===== src/rtl/bf_io_buffer.sv =====
// Host/machine I/O buffer: an input FIFO (host -> machine) and an output FIFO
// (machine -> host), with end-of-input latching and an optional EOF filler word.

module bf_io_fifo #(
  parameter  int WORD_SIZE = 8,
  parameter  int DEPTH     = 4,
  localparam int AW        = $clog2(DEPTH),
  localparam int CW        = $clog2(DEPTH + 1)
) (
  input  logic                 clk,
  input  logic                 rst,
  input  logic                 push,
  input  logic [WORD_SIZE-1:0] wr_data,
  input  logic                 pop,
  output logic [WORD_SIZE-1:0] rd_data,
  output logic [CW-1:0]        count,
  output logic                 full,
  output logic                 empty
);

  logic [WORD_SIZE-1:0] mem_q [DEPTH];
  logic [WORD_SIZE-1:0] mem_d [DEPTH];
  logic [AW-1:0]        wr_ptr_q, wr_ptr_d;
  logic [AW-1:0]        rd_ptr_q, rd_ptr_d;
  logic [CW-1:0]        count_q, count_d;
  logic                 push_ok, pop_ok;

  assign full    = (count_q == CW'(DEPTH));
  assign empty   = (count_q == '0);
  assign push_ok = push && !full;
  assign pop_ok  = pop && !empty;
  assign rd_data = mem_q[rd_ptr_q];
  assign count   = count_q;

  // Pointers are exactly AW bits wide, so wrap modulo DEPTH comes for free.
  always_comb begin
    mem_d    = mem_q;
    wr_ptr_d = wr_ptr_q;
    rd_ptr_d = rd_ptr_q;
    count_d  = count_q;
    if (push_ok) begin
      mem_d[wr_ptr_q] = wr_data;
      wr_ptr_d        = wr_ptr_q + AW'(1);
    end
    if (pop_ok) begin
      rd_ptr_d = rd_ptr_q + AW'(1);
    end
    case ({push_ok, pop_ok})
      2'b10:   count_d = count_q + CW'(1);
      2'b01:   count_d = count_q - CW'(1);
      default: count_d = count_q;
    endcase
  end

  always_ff @(posedge clk) begin
    if (rst) begin
      mem_q    <= '{default: '0};
      wr_ptr_q <= '0;
      rd_ptr_q <= '0;
      count_q  <= '0;
    end else begin
      mem_q    <= mem_d;
      wr_ptr_q <= wr_ptr_d;
      rd_ptr_q <= rd_ptr_d;
      count_q  <= count_d;
    end
  end

endmodule

module bf_io_buffer #(
  parameter  int WORD_SIZE = 8,
  parameter  int DEPTH     = 4,
  parameter  int EOF_MODE  = 0,
  localparam int CW        = $clog2(DEPTH + 1)
) (
  input  logic                 clk,
  input  logic                 rst,
  input  logic [WORD_SIZE-1:0] host_in_data,
  input  logic                 host_in_valid,
  output logic                 host_in_ready,
  input  logic                 host_in_eof,
  output logic [WORD_SIZE-1:0] machine_input,
  output logic                 machine_input_valid,
  input  logic                 machine_input_ready,
  input  logic [WORD_SIZE-1:0] machine_output,
  input  logic                 machine_output_valid,
  output logic                 machine_output_ready,
  output logic [WORD_SIZE-1:0] host_out_data,
  output logic                 host_out_valid,
  input  logic                 host_out_ready,
  output logic [CW-1:0]        in_count,
  output logic [CW-1:0]        out_count,
  output logic                 eof_seen
);

  localparam logic [WORD_SIZE-1:0] EOF_FILL =
    (EOF_MODE == 2) ? {WORD_SIZE{1'b1}} : {WORD_SIZE{1'b0}};

  logic                 run_q, run_d;
  logic                 eof_seen_q, eof_seen_d;
  logic                 in_push, in_pop, in_full, in_empty;
  logic                 out_push, out_pop, out_full, out_empty;
  logic [WORD_SIZE-1:0] in_head, out_head;

  // run_q holds the handshakes off until the first edge after reset is released.
  always_comb begin
    run_d      = 1'b1;
    eof_seen_d = eof_seen_q | host_in_eof;
  end

  always_ff @(posedge clk) begin
    if (rst) begin
      run_q      <= 1'b0;
      eof_seen_q <= 1'b0;
    end else begin
      run_q      <= run_d;
      eof_seen_q <= eof_seen_d;
    end
  end

  always_comb begin
    host_in_ready        = run_q && !in_full && !eof_seen_q;
    machine_output_ready = run_q && !out_full;
    machine_input_valid  = 1'b0;
    machine_input        = '0;
    host_out_valid       = run_q && !out_empty;
    host_out_data        = host_out_valid ? out_head : '0;
    if (run_q && !in_empty) begin
      machine_input_valid = 1'b1;
      machine_input       = in_head;
    end else if (run_q && eof_seen_q && (EOF_MODE != 0)) begin
      machine_input_valid = 1'b1;
      machine_input       = EOF_FILL;
    end
  end

  // EOF filler words are consumed without touching the input FIFO.
  assign in_push  = host_in_valid && host_in_ready;
  assign in_pop   = machine_input_valid && machine_input_ready && !in_empty;
  assign out_push = machine_output_valid && machine_output_ready;
  assign out_pop  = host_out_valid && host_out_ready;
  assign eof_seen = eof_seen_q;

  bf_io_fifo #(.WORD_SIZE(WORD_SIZE), .DEPTH(DEPTH)) u_in_fifo (
    .clk     (clk),
    .rst     (rst),
    .push    (in_push),
    .wr_data (host_in_data),
    .pop     (in_pop),
    .rd_data (in_head),
    .count   (in_count),
    .full    (in_full),
    .empty   (in_empty)
  );

  bf_io_fifo #(.WORD_SIZE(WORD_SIZE), .DEPTH(DEPTH)) u_out_fifo (
    .clk     (clk),
    .rst     (rst),
    .push    (out_push),
    .wr_data (machine_output),
    .pop     (out_pop),
    .rd_data (out_head),
    .count   (out_count),
    .full    (out_full),
    .empty   (out_empty)
  );

endmodule


===== config.mk =====
export PLATFORM = sky130hd
export DESIGN_NAME = bf_io_buffer
export DESIGN_NICKNAME = d
export VERILOG_FILES = /design/src/rtl/bf_io_buffer.sv
export SDC_FILE = /design/constraint.sdc
export NUM_CORES = 1
export LEC_CHECK = 0
export BUFFER_PORTS_ARGS = -buffer_cell sky130_fd_sc_hd__buf_2
export CORE_MARGIN = 2
export CORE_UTILIZATION = 50
export CTS_CLUSTER_SIZE = 25
export DETAILED_ROUTE_END_ITERATION = 16
export GPL_ROUTABILITY_DRIVEN = 0
export PLACE_DENSITY_LB_ADDON = 0.08
export SYNTH_ARGS = -nofsm -noshare
export SYNTH_HDL_FRONTEND = slang
export SYNTH_SLANG_ARGS = --single-unit

===== constraint.sdc =====
create_clock -name clk -period 2.75 [get_ports clk]
set_clock_uncertainty 0.1 [all_clocks]
set_input_delay 0.275 -clock clk [delete_from_list [all_inputs] [get_ports clk]]
set_output_delay 0.275 -clock clk [all_outputs]
set_load 0.005 [all_outputs]

==> flow_summary.yaml <==
run_status:
  status: "complete, no violations"
detailed_routing:
  routed_wl_mm: 7.43
  drt-initial-drc-count: 51
  routedWlPerCell_um: 14.2
  drcViolationCount: 0
  via_per_inst: 5.05
  drtPass1Iterations: 4
  via_count: 2637
  drtAntennaViolNets: 0
finish:
  finalNetCount: 453
  diodes: 0
  areaGrowthSynthToFinish_pct: 14.0
  drive_gt1_frac: 0.243
  layout_commonest_cell: "nand2_1"
  mostFrequentLayoutCells: "nand2_1, dfxtp_1, mux2i_1"
logic_synthesis:
  synth_nets: 408
  yosys-top-cells-area: "dfxtp_1, mux2i_1, mux4_2"
  ys_seq_elements: 80
  synth.cell_area_sq_um: 3820
  ys_seq_area_frac: 0.419
  synthCells: 373
  async_reset_ff_frac: 0
  synthFlopType: "dfxtp_1"
  yosysWarnings: 0
  synth_edf_count: 0
  synth_top_cell_by_area: "dfxtp_1"
  avgSynthCellArea_sq_um: 10.2
  synth.distinct_cells: 29
  synth_top_area_frac: 0.419
clock_tree:
  cts_tree: "yes"
  clk_latency_ps: 340
  holdBufCountCts: 0
  htree_levels: 3
  clkTransAtPathRegs_ps: 80
  cts_root_buffer: "clkbuf_8"
  cts_buffers: 9
  postCtsSetupRepairBufs: 0
  cts_resized: 0
  clk_path_buf_depth: 2
  cts.sinks: 80
sta:
  setup_viol_count_final: 0
  tightest_slew_ps: 807
  holdWs_ps: 45.7
  timing.fmax_ghz: 0.397
  period_share: 0.915
  slew_violations: 0
  grt_setup_unrepaired: "no"
  maxSlewHeadroom: 0.455
  final_hold_viol_count: 0
  tns_ps: 0
  fin_crit_ps: 2520
placed_design:
  hpwl_mm: 5.09
  numPortBuffers: 49
critical_path:
  path_class: "flop to flop"
  crit_path_frequent_cell: "inv_1"
  cp-end-kind: "flop"
  cp_slowest_cell: "or3b_1"
  crit_path_start_kind: "flop"
  crit_chain: "or3b_1 -> and3_4 -> inv_1 -> ha_1 -> inv_1 -> fa_1 -> xor2_1 -> or3_1 -> a21oi_1"
  max_stage_delay_ps: 480
  arrival_ps: 2690
  cp.required_ps: 2930
  crit_fanout: 6
power_and_ir_drop:
  p_total_mw: 2.46
  p_leak_nw: 1.99
  max-vdd-ir-drop_uv: 297
  powerDensity_nw_per_um2: 564
job:
  max_cap_viol_count: 0
min_path:
  min_path_type: "primary input to flop"
floorplanning:
  std_cell_rows: 31
  start_util: 0.521
  coreArea_sq_um: 7330
  ioPinCount: 50
  die_h_um: 91.4
  dieArea_sq_um: 8360
  die_w_um: 91.4
global_route:
  grt_overflow: 0
  grt_pass1_vias: 2555
  grt_first_pass_wirelength_mm: 12.5
  grt_usage: 0.189
  antenna_found_initial: 0
  grt_max_degree: 44
cell usage after synthesis, drive strengths merged, types with 6 or more instances:
cell type and count:
ha 10, clkbuf 9, buf 14, mux2i 66, inv 19, dfxtp 80
nand4 7, nor2b 17, a21oi 6, mux4 16, nor2 14, nand2 84
metal layers:
metal  share of wire  up-vias  track usage
li1                -     1352            -
met1            0.45     1239        0.238
met2            0.51       39        0.323
met3           0.031        7       0.0423
met4           0.010        0       0.0568
met5               0        -            0
worst max-delay path: cells and delay by family, from the launching register on:
| family | cells | cell delay, ps |
|---|---|---|
| adder cells (fa/ha/maj) | 2 | 530 |
| XOR/XNOR | 1 | 160 |
| AO/OA/AOI/OAI | 1 | 130 |
| buffers and inverters | 2 | 110 |
| flip-flops | 1 | 400 |
| AND/OR/NAND/NOR | 3 | 1040 |
flip-flops by register name (all words and copies together) (netlist names):
name and flops:
u_out_fifo.wr_ptr_q 2, u_in_fifo.mem_q 32, run_q 1, u_in_fifo.rd_ptr_q 2, u_in_fifo.count 3, u_out_fifo.count 3, u_in_fifo.wr_ptr_q 2, eof_seen 1
u_out_fifo.rd_ptr_q 2, u_out_fifo.mem_q 32
report_power, final:
| group | switching, mW | total (mW) | internal, mW |
|---|---|---|---|
| logic | 0.134 | 0.255 | 0.121 |
| registers | 0.0378 | 1.23 | 1.19 |
| clock network | 0.415 | 0.975 | 0.560 |
| total | 0.587 | 2.46 | 1.87 |
metrics by stage:
step / instances / worst slack, ps / instance area [sq um] / utilization
detailed placement: 506 / 243 / 4130 / 0.563
finish: 522 / 234 / 4360 / 0.594
global placement: 506 / 293 / 4130 / 0.563
global route: 522 / 109 / 4360 / 0.594
CTS: 522 / 223 / 4360 / 0.594
floorplan: 373 / 346 / 3820 / -
kinds of logic (layout without fill, tap and decap cells):
group / count (synthesis) / count (layout) / share of synthesized area
buf+inv: 42 / 92 / 0.0540
fa+ha+maj: 12 / 12 / 0.0432
simple gates: 135 / 135 / 0.174
mux: 84 / 84 / 0.274
compound gates: 14 / 14 / 0.0216
flops: 80 / 80 / 0.419
xor+xnor: 6 / 6 / 0.0138
cell type report:
cell class                      instances  area, sq um
Tap cell                               99          124
Clock buffer                           11          151
Timing Repair Buffer                   57          318
Clock inverter                          5         78.8
Inverter                               19         71.3
Fill cell                             655         2970
Sequential cell                        80         1600
Multi-Input combinational cell        251         2010
path summary, 6_finish.rpt:
| path | slack, ps | cells after the start | endpoint | from |
|---|---|---|---|---|
| worst max register to register | 230 | 9 | u_out_fifo.count[2] | u_out_fifo.count[2] |
| worst max-delay path | 230 | 9 | u_out_fifo.count[2] | u_out_fifo.count[2] |
| worst min-delay path | 50 | 3 | eof_seen | host_in_eof |
| worst min register to register | 360 | 2 | u_out_fifo.mem_q[5] | u_out_fifo.mem_q[5] |
Note: power is estimated with default switching activity, not from simulation.
